File: src/rtl/seq_magnitude_comparator_if.sv
// Start/done handshake bundle between a requester and seq_magnitude_comparator.
// The requester drives the operands and start; the comparator returns status and results.
interface seq_magnitude_comparator_if #(
    parameter int WIDTH = 8
);
    logic             start;
    logic [WIDTH-1:0] a;
    logic [WIDTH-1:0] b;
    logic             signed_mode;
    logic             busy;
    logic             done;
    logic             gt;
    logic             lt;
    logic             eq;

    modport master (
        output start, a, b, signed_mode,
        input  busy, done, gt, lt, eq
    );

    modport slave (
        input  start, a, b, signed_mode,
        output busy, done, gt, lt, eq
    );
endinterface

File: src/rtl/seq_magnitude_comparator.sv
// Multi-cycle WIDTH-bit magnitude comparator, MSB-first, DIGIT bits per cycle.
// Signed operands are handled by flipping both sign bits and comparing unsigned.
module seq_magnitude_comparator #(
    parameter int WIDTH      = 8,
    parameter int DIGIT      = 2,
    parameter int EARLY_EXIT = 1
) (
    input logic                    clk,
    input logic                    rst_n,
    seq_magnitude_comparator_if.slave bus
);
    localparam int NDIG = WIDTH / DIGIT;
    localparam int CW   = (NDIG > 1) ? $clog2(NDIG) : 1;

    typedef enum logic [1:0] {
        IDLE = 2'd0,
        CMP  = 2'd1,
        DONE = 2'd2
    } state_t;

    state_t            state_r;
    state_t            state_nxt_s;
    logic [WIDTH-1:0]  a_r;
    logic [WIDTH-1:0]  b_r;
    logic [CW-1:0]     cnt_r;
    logic [CW-1:0]     cnt_nxt_s;
    logic              found_r;
    logic              found_nxt_s;
    logic              fgt_r;
    logic              fgt_nxt_s;
    logic              busy_r;
    logic              done_r;
    logic              gt_r;
    logic              lt_r;
    logic              eq_r;
    logic              accept_s;
    logic              load_s;
    logic [DIGIT-1:0]  dig_a_s;
    logic [DIGIT-1:0]  dig_b_s;
    logic              dig_neq_s;
    logic              dig_gt_s;
    logic              res_gt_s;
    logic              res_lt_s;
    logic              res_eq_s;

    assign accept_s  = bus.start && ((state_r == IDLE) || (state_r == DONE));
    assign dig_a_s   = a_r[int'(cnt_r)*DIGIT +: DIGIT];
    assign dig_b_s   = b_r[int'(cnt_r)*DIGIT +: DIGIT];
    assign dig_neq_s = (dig_a_s != dig_b_s);
    assign dig_gt_s  = (dig_a_s > dig_b_s);

    // Next-state, digit walk and result selection.
    always_comb begin
        state_nxt_s = state_r;
        cnt_nxt_s   = cnt_r;
        found_nxt_s = found_r;
        fgt_nxt_s   = fgt_r;
        load_s      = 1'b0;
        res_gt_s    = 1'b0;
        res_lt_s    = 1'b0;
        res_eq_s    = 1'b0;
        case (state_r)
            IDLE, DONE: begin
                if (accept_s) begin
                    state_nxt_s = CMP;
                    load_s      = 1'b1;
                end else begin
                    state_nxt_s = IDLE;
                end
            end
            CMP: begin
                if (EARLY_EXIT != 0) begin
                    if (dig_neq_s) begin
                        state_nxt_s = DONE;
                        res_gt_s    = dig_gt_s;
                        res_lt_s    = !dig_gt_s;
                    end else if (cnt_r == CW'(0)) begin
                        state_nxt_s = DONE;
                        res_eq_s    = 1'b1;
                    end else begin
                        cnt_nxt_s = cnt_r - CW'(1);
                    end
                end else begin
                    // Only the most significant differing digit decides the result.
                    if (!found_r && dig_neq_s) begin
                        found_nxt_s = 1'b1;
                        fgt_nxt_s   = dig_gt_s;
                    end else begin
                        found_nxt_s = found_r;
                    end
                    if (cnt_r == CW'(0)) begin
                        state_nxt_s = DONE;
                        if (found_nxt_s) begin
                            res_gt_s = fgt_nxt_s;
                            res_lt_s = !fgt_nxt_s;
                        end else begin
                            res_eq_s = 1'b1;
                        end
                    end else begin
                        cnt_nxt_s = cnt_r - CW'(1);
                    end
                end
            end
            default: begin
                state_nxt_s = IDLE;
            end
        endcase
    end

    // State, operand capture and registered outputs.
    always_ff @(posedge clk) begin
        if (!rst_n) begin
            state_r <= IDLE;
            a_r     <= {WIDTH{1'b0}};
            b_r     <= {WIDTH{1'b0}};
            cnt_r   <= {CW{1'b0}};
            found_r <= 1'b0;
            fgt_r   <= 1'b0;
            busy_r  <= 1'b0;
            done_r  <= 1'b0;
            gt_r    <= 1'b0;
            lt_r    <= 1'b0;
            eq_r    <= 1'b0;
        end else begin
            state_r <= state_nxt_s;
            busy_r  <= (state_nxt_s == CMP);
            done_r  <= (state_nxt_s == DONE);
            if (load_s) begin
                a_r     <= {bus.a[WIDTH-1] ^ bus.signed_mode, bus.a[WIDTH-2:0]};
                b_r     <= {bus.b[WIDTH-1] ^ bus.signed_mode, bus.b[WIDTH-2:0]};
                cnt_r   <= CW'(NDIG - 1);
                found_r <= 1'b0;
                fgt_r   <= 1'b0;
            end else begin
                cnt_r   <= cnt_nxt_s;
                found_r <= found_nxt_s;
                fgt_r   <= fgt_nxt_s;
            end
            if (state_nxt_s == DONE) begin
                gt_r <= res_gt_s;
                lt_r <= res_lt_s;
                eq_r <= res_eq_s;
            end else begin
                gt_r <= gt_r;
                lt_r <= lt_r;
                eq_r <= eq_r;
            end
        end
    end

    assign bus.busy = busy_r;
    assign bus.done = done_r;
    assign bus.gt   = gt_r;
    assign bus.lt   = lt_r;
    assign bus.eq   = eq_r;
endmodule

File: src/flat_wrapper.sv
// flat-port wrapper written by rule: the top's interface ports become plain ports
module seq_magnitude_comparator_flat 
#(
    parameter int WIDTH      = 8,
    parameter int DIGIT      = 2,
    parameter int EARLY_EXIT = 1
)
  (clk, rst_n, bus_start, bus_a, bus_b, bus_signed_mode, bus_busy, bus_done, bus_gt, bus_lt, bus_eq);
  seq_magnitude_comparator_if #(.WIDTH(WIDTH)) bus_i ();
  input logic clk;
  input logic rst_n;
  input wire logic [$bits(bus_i.start)-1:0] bus_start;
  input wire logic [$bits(bus_i.a)-1:0] bus_a;
  input wire logic [$bits(bus_i.b)-1:0] bus_b;
  input wire logic [$bits(bus_i.signed_mode)-1:0] bus_signed_mode;
  output wire logic [$bits(bus_i.busy)-1:0] bus_busy;
  output wire logic [$bits(bus_i.done)-1:0] bus_done;
  output wire logic [$bits(bus_i.gt)-1:0] bus_gt;
  output wire logic [$bits(bus_i.lt)-1:0] bus_lt;
  output wire logic [$bits(bus_i.eq)-1:0] bus_eq;
  assign bus_i.start = bus_start;
  assign bus_i.a = bus_a;
  assign bus_i.b = bus_b;
  assign bus_i.signed_mode = bus_signed_mode;
  assign bus_busy = bus_i.busy;
  assign bus_done = bus_i.done;
  assign bus_gt = bus_i.gt;
  assign bus_lt = bus_i.lt;
  assign bus_eq = bus_i.eq;
  seq_magnitude_comparator #(.WIDTH(WIDTH), .DIGIT(DIGIT), .EARLY_EXIT(EARLY_EXIT)) u_core (.clk(clk), .rst_n(rst_n), .bus(bus_i));
endmodule
File: config.mk
export PLATFORM = sky130hd
export DESIGN_NAME = seq_magnitude_comparator_flat
export DESIGN_NICKNAME = d
export VERILOG_FILES = /design/src/rtl/seq_magnitude_comparator_if.sv /design/src/rtl/seq_magnitude_comparator.sv /design/src/flat_wrapper.sv
export SDC_FILE = /design/constraint.sdc
export NUM_CORES = 1
export LEC_CHECK = 0
export CAP_MARGIN = 10
export CORE_MARGIN = 2
export CORE_UTILIZATION = 40
export CTS_BUF_LIST = sky130_fd_sc_hd__clkbuf_2 sky130_fd_sc_hd__clkbuf_4 sky130_fd_sc_hd__clkbuf_8
export CTS_CLUSTER_SIZE = 16
export DETAILED_ROUTE_END_ITERATION = 7
export PLACE_DENSITY = 0.68
export SLEW_MARGIN = 25
export SYNTH_ARGS = -nofsm -noshare
export SYNTH_HDL_FRONTEND = slang
export SYNTH_SLANG_ARGS = --single-unit
File: constraint.sdc
create_clock -name clk -period 2.3 [get_ports clk]
set_input_delay 0.345 -clock clk [delete_from_list [all_inputs] [get_ports clk]]
set_output_delay 0.345 -clock clk [all_outputs]
set_load 0.05 [all_outputs]
== Word level (Yosys, flattened, before mapping) ==
Index checks and enable logic that the tools add are counted.

* Logic and storage cells: 47
* Bits in registers: 25
* Bits of input ports: 20
* Output and inout bits: 5

* $lt $le $gt $ge: 1
* Reductions and logical operators: 8
* Equal/unequal tests: 7
* Add/subtract/negate cells: 1
* Mux-type cells: 17
* Shift operators: 2
* Bitwise gates (word level): 2

{| class="wikitable"
|+ Operator list
! kind !! count
|-
| $shiftx 8x4->2 || 2
|-
| $mux 2 || 6
|-
| $mux 1 || 10
|-
| $eq 2x1->1 const B || 2
|-
| $eq 2x2->1 const B || 2
|-
| $logic_not 2->1 || 2
|-
| $ne 2x1->1 const B || 2
|-
| $pmux 2 s2 || 1
|-
| $reduce_and 3->1 || 1
|-
| $gt 2x2->1 || 1
|-
| $ne 2x2->1 || 1
|-
| $reduce_bool 2->1 || 1
|-
| $reduce_or 2->1 || 1
|-
| $sub 2x1->2 const B || 1
|-
| $xor 1x1->1 || 2
|-
| $logic_and 1x1->1 || 1
|-
| $logic_not 1->1 || 1
|-
| $logic_or 1x1->1 || 1
|}

== Logic depth before layout (Yosys ltp) ==
Gate-level depths: netlist (run 1).

* Word-level depth: 7
* Mapped depth: 7
* Depth with buffers taken out: 6

== Worst setup path before layout (run 1) ==
Ideal clock, no wire load.

* Kind: register -> register
* Start: register u_core.cnt_r[0]
* End: register u_core.cnt_r[1]
* Period minus slack after synthesis: 1985 ps
* Cell stages (with the launch flop): 7
* Library setup time: 122 ps
* Data required time: 2178 ps
* Path buffers: 1
* Setup slack: 315 ps
* Arrival: 1864 ps
* Cell sequence: dfxtp_1 buf_6 mux4_2 ha_1 and3b_4 and2_4 o311a_1

* Word-level cells in the longest chain between the ends: 5
* Elaborated cells between the ends (all ways): 12
* Those cells by class: add/sub (1); eq/ne (3); shift (2); mux (4); reduce/logical (2)

{| class="wikitable"
|+ RTL lines
! item !! RTL line !! source
|-
| start: declaration || seq_magnitude_comparator.sv:25 || <nowiki>logic [CW-1:0] cnt_r;</nowiki>
|-
| start signal: assignment || seq_magnitude_comparator.sv:116 || <nowiki>cnt_r <= {CW{1'b0}};</nowiki>
|-
| start signal: assignment || seq_magnitude_comparator.sv:131 || <nowiki>cnt_r <= CW'(NDIG - 1);</nowiki>
|-
| start signal: assignment || seq_magnitude_comparator.sv:135 || <nowiki>cnt_r <= cnt_nxt_s;</nowiki>
|-
| branches (longest 5 deep; another with $shiftx 8x4->2) || n/a ||
|}

Parallel ways; which one is timed is not known. The select of a mux whose other input is x is not followed.
A chain may end at the register's enable or synchronous reset.

== Worst setup path in the final report (run 1) ==
Same ends and word-level chain as after synthesis.

==> summary.md, run 1 <==
| Metric | Value |
|---|---|
| Status | `finished clean` |
| Post-cts sizing count | `0` |
| Max-cap violation count | `0` |
| Post-Syn Area | `1080 µm²` |
| Setup violators final | `0` |
| CTS max path bufs | `2` |
| Switching share of total power | `28.7%` |
| First-pass GRT wire length | `3.43 mm` |
| Unrepaired setup endpoints after global routing | `no` |
| DRT Pass-1 Iters | `4` |
| Initial Utilization | `42.7%` |
| Crit Path Class | `flop to flop` |
| Register share of total power | `54.5%` |
| Worst slew margin | `65.4%` |
| Clock sinks | `25` |
| Worst-Margin Slew | `519 ps` |
| Worst Reg-to-Reg Cells | `5` |
| Worst setup EP type | `flop` |
| Crit path max fanout | `7` |
| CP Data Arrival Time | `2330 ps` |
| Req. time, crit path | `2510 ps` |
| R2r setup slk | `190 ps` |
| Synthesis-stage register bit count | `25` |
| Async SR Flop Fraction | `0%` |
| Gate power share | `24.3%` |
| Clock Skew | `5.47 ps` |
| Final hold violation count | `0` |
| DR vias | `864` |
| CP max stage delay | `540 ps` |
| Die Y-Extent | `55.9 µm` |
| Row Count | `18` |
| Die width | `55.9 µm` |
| CTS H-tree depth | `1` |
| CP Launch Type | `flop` |
| Overall routed net length | `2.08 mm` |
| Syn. warnings | `0` |
| CTS tree | `yes` |
| Slew Limit Fails | `0` |
| Internal | `0.000643 W` |
| Peak supply drop | `0.360 mV` |
| Initial DRC count | `9` |
| Min-delay worst type | `flop to flop` |
| Clock power frac | `21.2%` |
| Unique masters post-synth | `26` |
| Period utilization | `91.9%` |
| EDFF count, synth | `0` |
| Avg Inst Size Synth | `9.44 µm²` |
| IO Count | `25` |
| Seq/Total Area, Yosys | `46.5%` |
| Via-per-instance ratio | `5.17` |
| Initial antenna violation count | `0` |
| DR DRC count | `0` |
| Wire per inst | `12.5 µm` |
| Ant diodes | `0` |
| Clk pin slew, worst setup/hold paths | `130 ps` |
| Post-route ant nets | `0` |
| Most common cell after layout, fill and taps aside | `nand2_1` |
| Post-CTS setup buffers | `0` |
| Vias in the first global route | `770` |
| # hold bufs at CTS | `0` |
| Commonest cells after routing, fill and taps aside | `nand2_1, clkdlybuf4s50_1, dfxtp_1` |
| Grt ovf | `0` |
| Slowest cell on the critical path | `mux4_2` |
| RD Place Congestion | `0.852` |
| Max Freq | `0.473 GHz` |
| PwrDens | `667 nW/µm²` |
| Dpl hpwl | `1.57 mm` |
| Layout filler cell count | `248` |
| Main synth FF type | `dfxtp_1` |
| Final #Nets | `161` |
| Core Area | `2520 µm²` |
| GRT Overall Usage | `13.8%` |
| Sequence of cells on the critical path | `mux4_2, ha_1, and3b_4, and2_4, o311a_1` |
| Die area | `3120 µm²` |
| CTS Buf Count | `3` |
| P_leak | `0.510 nW` |
| Largest net degree at the start of global routing | `23` |
| Final Util | `53.6%` |
| Share of cells above drive strength 1 | `11.7%` |
| Placed cells | `163` |
| Sw power | `0.000259 W` |
| Syn_nets | `137` |
| Post-layout min period | `2110 ps` |
| Layout area overhead | `25.7%` |
| Clk Latency, worst-skew pair | `310 ps` |
| Final cell count without fillers | `167` |
| Syn Inst Count | `114` |
| Final TNS setup | `0 ps` |
| # port buffers | `24` |
| CTS root buf | `clkbuf_4` |
| Hold path cells | `2` |
power by group through the flow:
stage	clock network (W)	logic (W)	registers (W)
global placement	0	0.000212	0.000500
global route	0.000224	0.000237	0.000497
CTS	0.000197	0.000220	0.000491
floorplan	0	0.000132	0.000517
detailed placement	0	0.000219	0.000501
finish	0.000191	0.000219	0.000492
critical path, delay by kind of cell (launching register included):
kind / cells / cell delay (ps)
AO/OA/AOI/OAI: 1 / 280
adder cells (fa/ha/maj): 1 / 350
flip-flops: 1 / 460
multiplexers: 1 / 540
AND/OR/NAND/NOR: 2 / 390
sequential cells by signal, indices dropped and copies added, names as in the netlist:
name,cells
u_core.a_r,8
u_core.cnt_r,2
u_core.bus.gt,1
u_core.bus.busy,1
u_core.b_r,8
u_core.state_r,2
u_core.bus.lt,1
u_core.bus.done,1
u_core.bus.eq,1
per-stage QoR:
stage                     power (W)  hold WS (ps)  cell area [µm²]  setup slack (ps)
final                      0.000902           463             1350               187
after global routing       0.000958           485             1350               132
after CTS                  0.000909           466             1350              56.2
after detailed placement   0.000721           448             1320              91.4
after global placement     0.000712           446             1320               154
after floorplan            0.000649           433             1080               315
layer usage:
layer / GRT usage [%] / up-vias / routed length [µm] / part of all wire, %
met5: 0 / - / 0 / 0
met1: 17.2 / 402 / 950 / 46
met2: 23.3 / 16 / 1020 / 49
li1: - / 442 / - / -
met4: 5.10 / 0 / 29 / 1.4
met3: 3.26 / 4 / 80 / 3.8
synth_stat cells (all sizes together), types with 2 or more instances:
library cell / n / area, µm²
nor2: 2 / 7.51
inv: 5 / 18.8
buf: 5 / 33.8
ha: 3 / 37.5
dfxtp: 25 / 500
a211oi: 4 / 40.0
nand2: 28 / 105
and2b: 2 / 20.0
a21oi: 17 / 85.1
nor3: 3 / 15.0
o21a: 2 / 15.0
mux4: 4 / 90.1
xnor2: 2 / 17.5
nand2b: 3 / 18.8
logic make-up (layout without fill, tap and decap cells):
family / after synthesis / after routing / share of synthesized area [%]
compound gates: 28 / 28 / 16.9
flops: 25 / 25 / 46.5
xor+xnor: 2 / 2 / 1.63
fa+ha+maj: 3 / 3 / 3.49
mux: 4 / 4 / 8.37
simple gates: 41 / 41 / 17.9
buf+inv: 11 / 34 / 5.23
final timing paths:
kind	startpoint	endpoint
min reg2reg	u_core.a_r[3]	u_core.a_r[3]
min	u_core.a_r[3]	u_core.a_r[3]
max reg2reg	u_core.cnt_r[0]	u_core.cnt_r[1]
max	u_core.cnt_r[0]	u_core.cnt_r[1]
area by class of cell:
| type | count | area (µm²) | share of cell area [%] |
|---|---|---|---|
| inverters | 5 | 18.8 | 1.39 |
| clock buffers | 3 | 22.5 | 1.67 |
| repair buffers | 25 | 248 | 18.3 |
| clock inverters | 1 | 5.00 | 0.370 |
| flip-flops and latches | 25 | 502 | 37.1 |
| multi-input cells | 78 | 519 | 38.4 |
| well taps | 30 | 37.5 | 2.78 |
No activity file was read; power rests on OpenSTA's default activity.
==> run 2: changes to the inputs <==
Settings changed: MAX_ROUTING_LAYER set to met4, SLEW_MARGIN 25 to unset.
==> summary.md, run 2 (synthesized netlist as in run 1, its figures left out) <==
| Metric | Value |
|---|---|
| Status | `finished clean` |
| DR DRC count | `0 (unchanged)` |
| Final TNS setup | `0 ps (unchanged)` |
| Unrepaired setup endpoints after global routing | `no` |
| Clock sinks | `25 (unchanged)` |
| Max Freq | `0.473 GHz (about the same)` |
| Worst Min Path Start | `u_core.b_r[5]` |
| Die Y-Extent | `55.9 µm (unchanged)` |
| Overall routed net length | `2.09 mm (+0.14%)` |
| Min-delay worst type | `flop to flop` |
| Dpl hpwl | `1.57 mm (unchanged)` |
| Ant diodes | `0 (unchanged)` |
| Setup crit start | `u_core.cnt_r[0]` |
| Setup violators final | `0 (unchanged)` |
| Highest Signal Layer | `met4` |
| Period utilization | `91.9% (about the same)` |
| Row Count | `18 (unchanged)` |
| Post-route ant nets | `0 (unchanged)` |
| Top Registers | `u_core.a_r (8), u_core.b_r (8)` |
| IO Count | `25 (unchanged)` |
| CTS Buf Count | `3 (unchanged)` |
| Die width | `55.9 µm (unchanged)` |
| Met3 wire length | `76 µm (-5.0%)` |
| RD Place Congestion | `0.865 (+1.6%)` |
| GRT Overall Usage | `14.2% (+0.39 points)` |
| Vias in the first global route | `769 (-0.13%)` |
| First-pass GRT wire length | `3.42 mm (-0.20%)` |
| Crit Path Class | `flop to flop` |
| Clock Skew | `6.58 ps (+1.11 ps)` |
| Core Area | `2520 µm² (unchanged)` |
| PwrDens | `668 nW/µm² (+0.25%)` |
| DRT Pass-1 Iters | `4 (unchanged)` |
| Largest net degree at the start of global routing | `23 (unchanged)` |
| Req. time, crit path | `2520 ps (about the same)` |
| Final #Nets | `161 (unchanged)` |
| Peak supply drop | `0.362 mV (+0.62%)` |
| CP Launch Type | `flop` |
| # port buffers | `24 (unchanged)` |
| CTS max path bufs | `2 (unchanged)` |
| CTS root buf | `clkbuf_4` |
| Met1 wire length | `956 µm (+0.63%)` |
| Worst setup EP type | `flop` |
| DR vias | `864 (unchanged)` |
| CTS H-tree depth | `1 (unchanged)` |
| Post-CTS setup buffers | `0 (unchanged)` |
| Most common cell after layout, fill and taps aside | `nand2_1` |
| Worst hold slack | `463 ps (-0.406 ps)` |
| Layout area overhead | `25.7% (unchanged)` |
| Post-cts sizing count | `0 (unchanged)` |
| Grt ovf | `0 (unchanged)` |
| P_leak | `0.510 nW (unchanged)` |
| Max-cap violation count | `0 (unchanged)` |
| Crit path max fanout | `7 (unchanged)` |
| Worst-Margin Slew | `517 ps (-2.16 ps)` |
| Wire per inst | `12.5 µm (+0.14%)` |
| Worst slew margin | `65.6% (+0.14 points)` |
| Worst r2r src | `u_core.cnt_r[0]` |
| Die area | `3120 µm² (unchanged)` |
| Clk pin slew, worst setup/hold paths | `130 ps (about the same)` |
| Initial Utilization | `42.7% (unchanged)` |
| Met2 WL | `1.02 mm (unchanged)` |
| # hold bufs at CTS | `0 (unchanged)` |
| Post-layout min period | `2110 ps (+0.396 ps)` |
| Commonest cells after routing, fill and taps aside | `nand2_1, clkdlybuf4s50_1, dfxtp_1` |
| Share of cells above drive strength 1 | `11.7% (unchanged)` |
| Slew Limit Fails | `0 (unchanged)` |
| Final hold violation count | `0 (unchanged)` |
| Initial antenna violation count | `0 (unchanged)` |
| Clk Latency, worst-skew pair | `320 ps (about the same)` |
| CP Data Arrival Time | `2330 ps (about the same)` |
| CTS tree | `yes` |
| Initial DRC count | `9 (unchanged)` |
| Via-per-instance ratio | `5.17 (unchanged)` |
## run 2: cell counts in the layout (fill, tap and decap cells not counted)
No cell type changed its count.
## run 2: area by class of cell
| type | count | area, µm² |
|---|---|---|
| sequential | 25 | 502 |
| clock inverter | 1 | 5.00 |
| multi-input combinational | 78 | 519 |
| tap | 30 | 37.5 |
| inverter | 5 | 18.8 |
| timing repair buffer | 25 | 248 |
| fill | 248 | 1170 |
| clock buffer | 3 | 22.5 |
## run 2: stage by stage
| step | std cells | power [W] | setup WS [ps] | instance area (µm²) | util (%) |
|---|---|---|---|---|---|
| after floorplan | 114 | 0.000649 | 315 | 1080 | - |
| after global placement | 163 | 0.000712 | 154 | 1320 | 52.5 |
| after detailed placement | 163 | 0.000721 | 91.4 | 1320 | 52.5 |
| after CTS | 167 | 0.000909 | 56.2 | 1350 | 53.6 |
| after global routing | 167 | 0.000958 | 132 | 1350 | 53.6 |
| final | 167 | 0.000904 | 187 | 1350 | 53.6 |
## run 2: power by group
part	internal, W	switching [W]
registers	0.000467	0.0000244
clock network	0.0000651	0.000128
logic	0.000110	0.000109
total	0.000643	0.000261
## run 2: critical path, stage by stage (launching register included)
cell and delay, ps:
dfxtp_2 460, mux4_2 540, ha_1 350, and3b_4 220
and2_4 170, o311a_1 280
## run 2: final timing paths
check,to,slack (ps),depth (start not counted)
setup / recovery,u_core.cnt_r[1],190,5
hold / removal,u_core.b_r[5],460,2
setup reg to reg,u_core.cnt_r[1],190,5
hold reg to reg,u_core.b_r[5],460,2
## run 2: routing by layer
layer	global-route usage, %	vias to the layer above
li1	-	441
met1	17.2	405
met2	23.3	14
met3	3.26	4
met4	5.10	0
met5	-	-
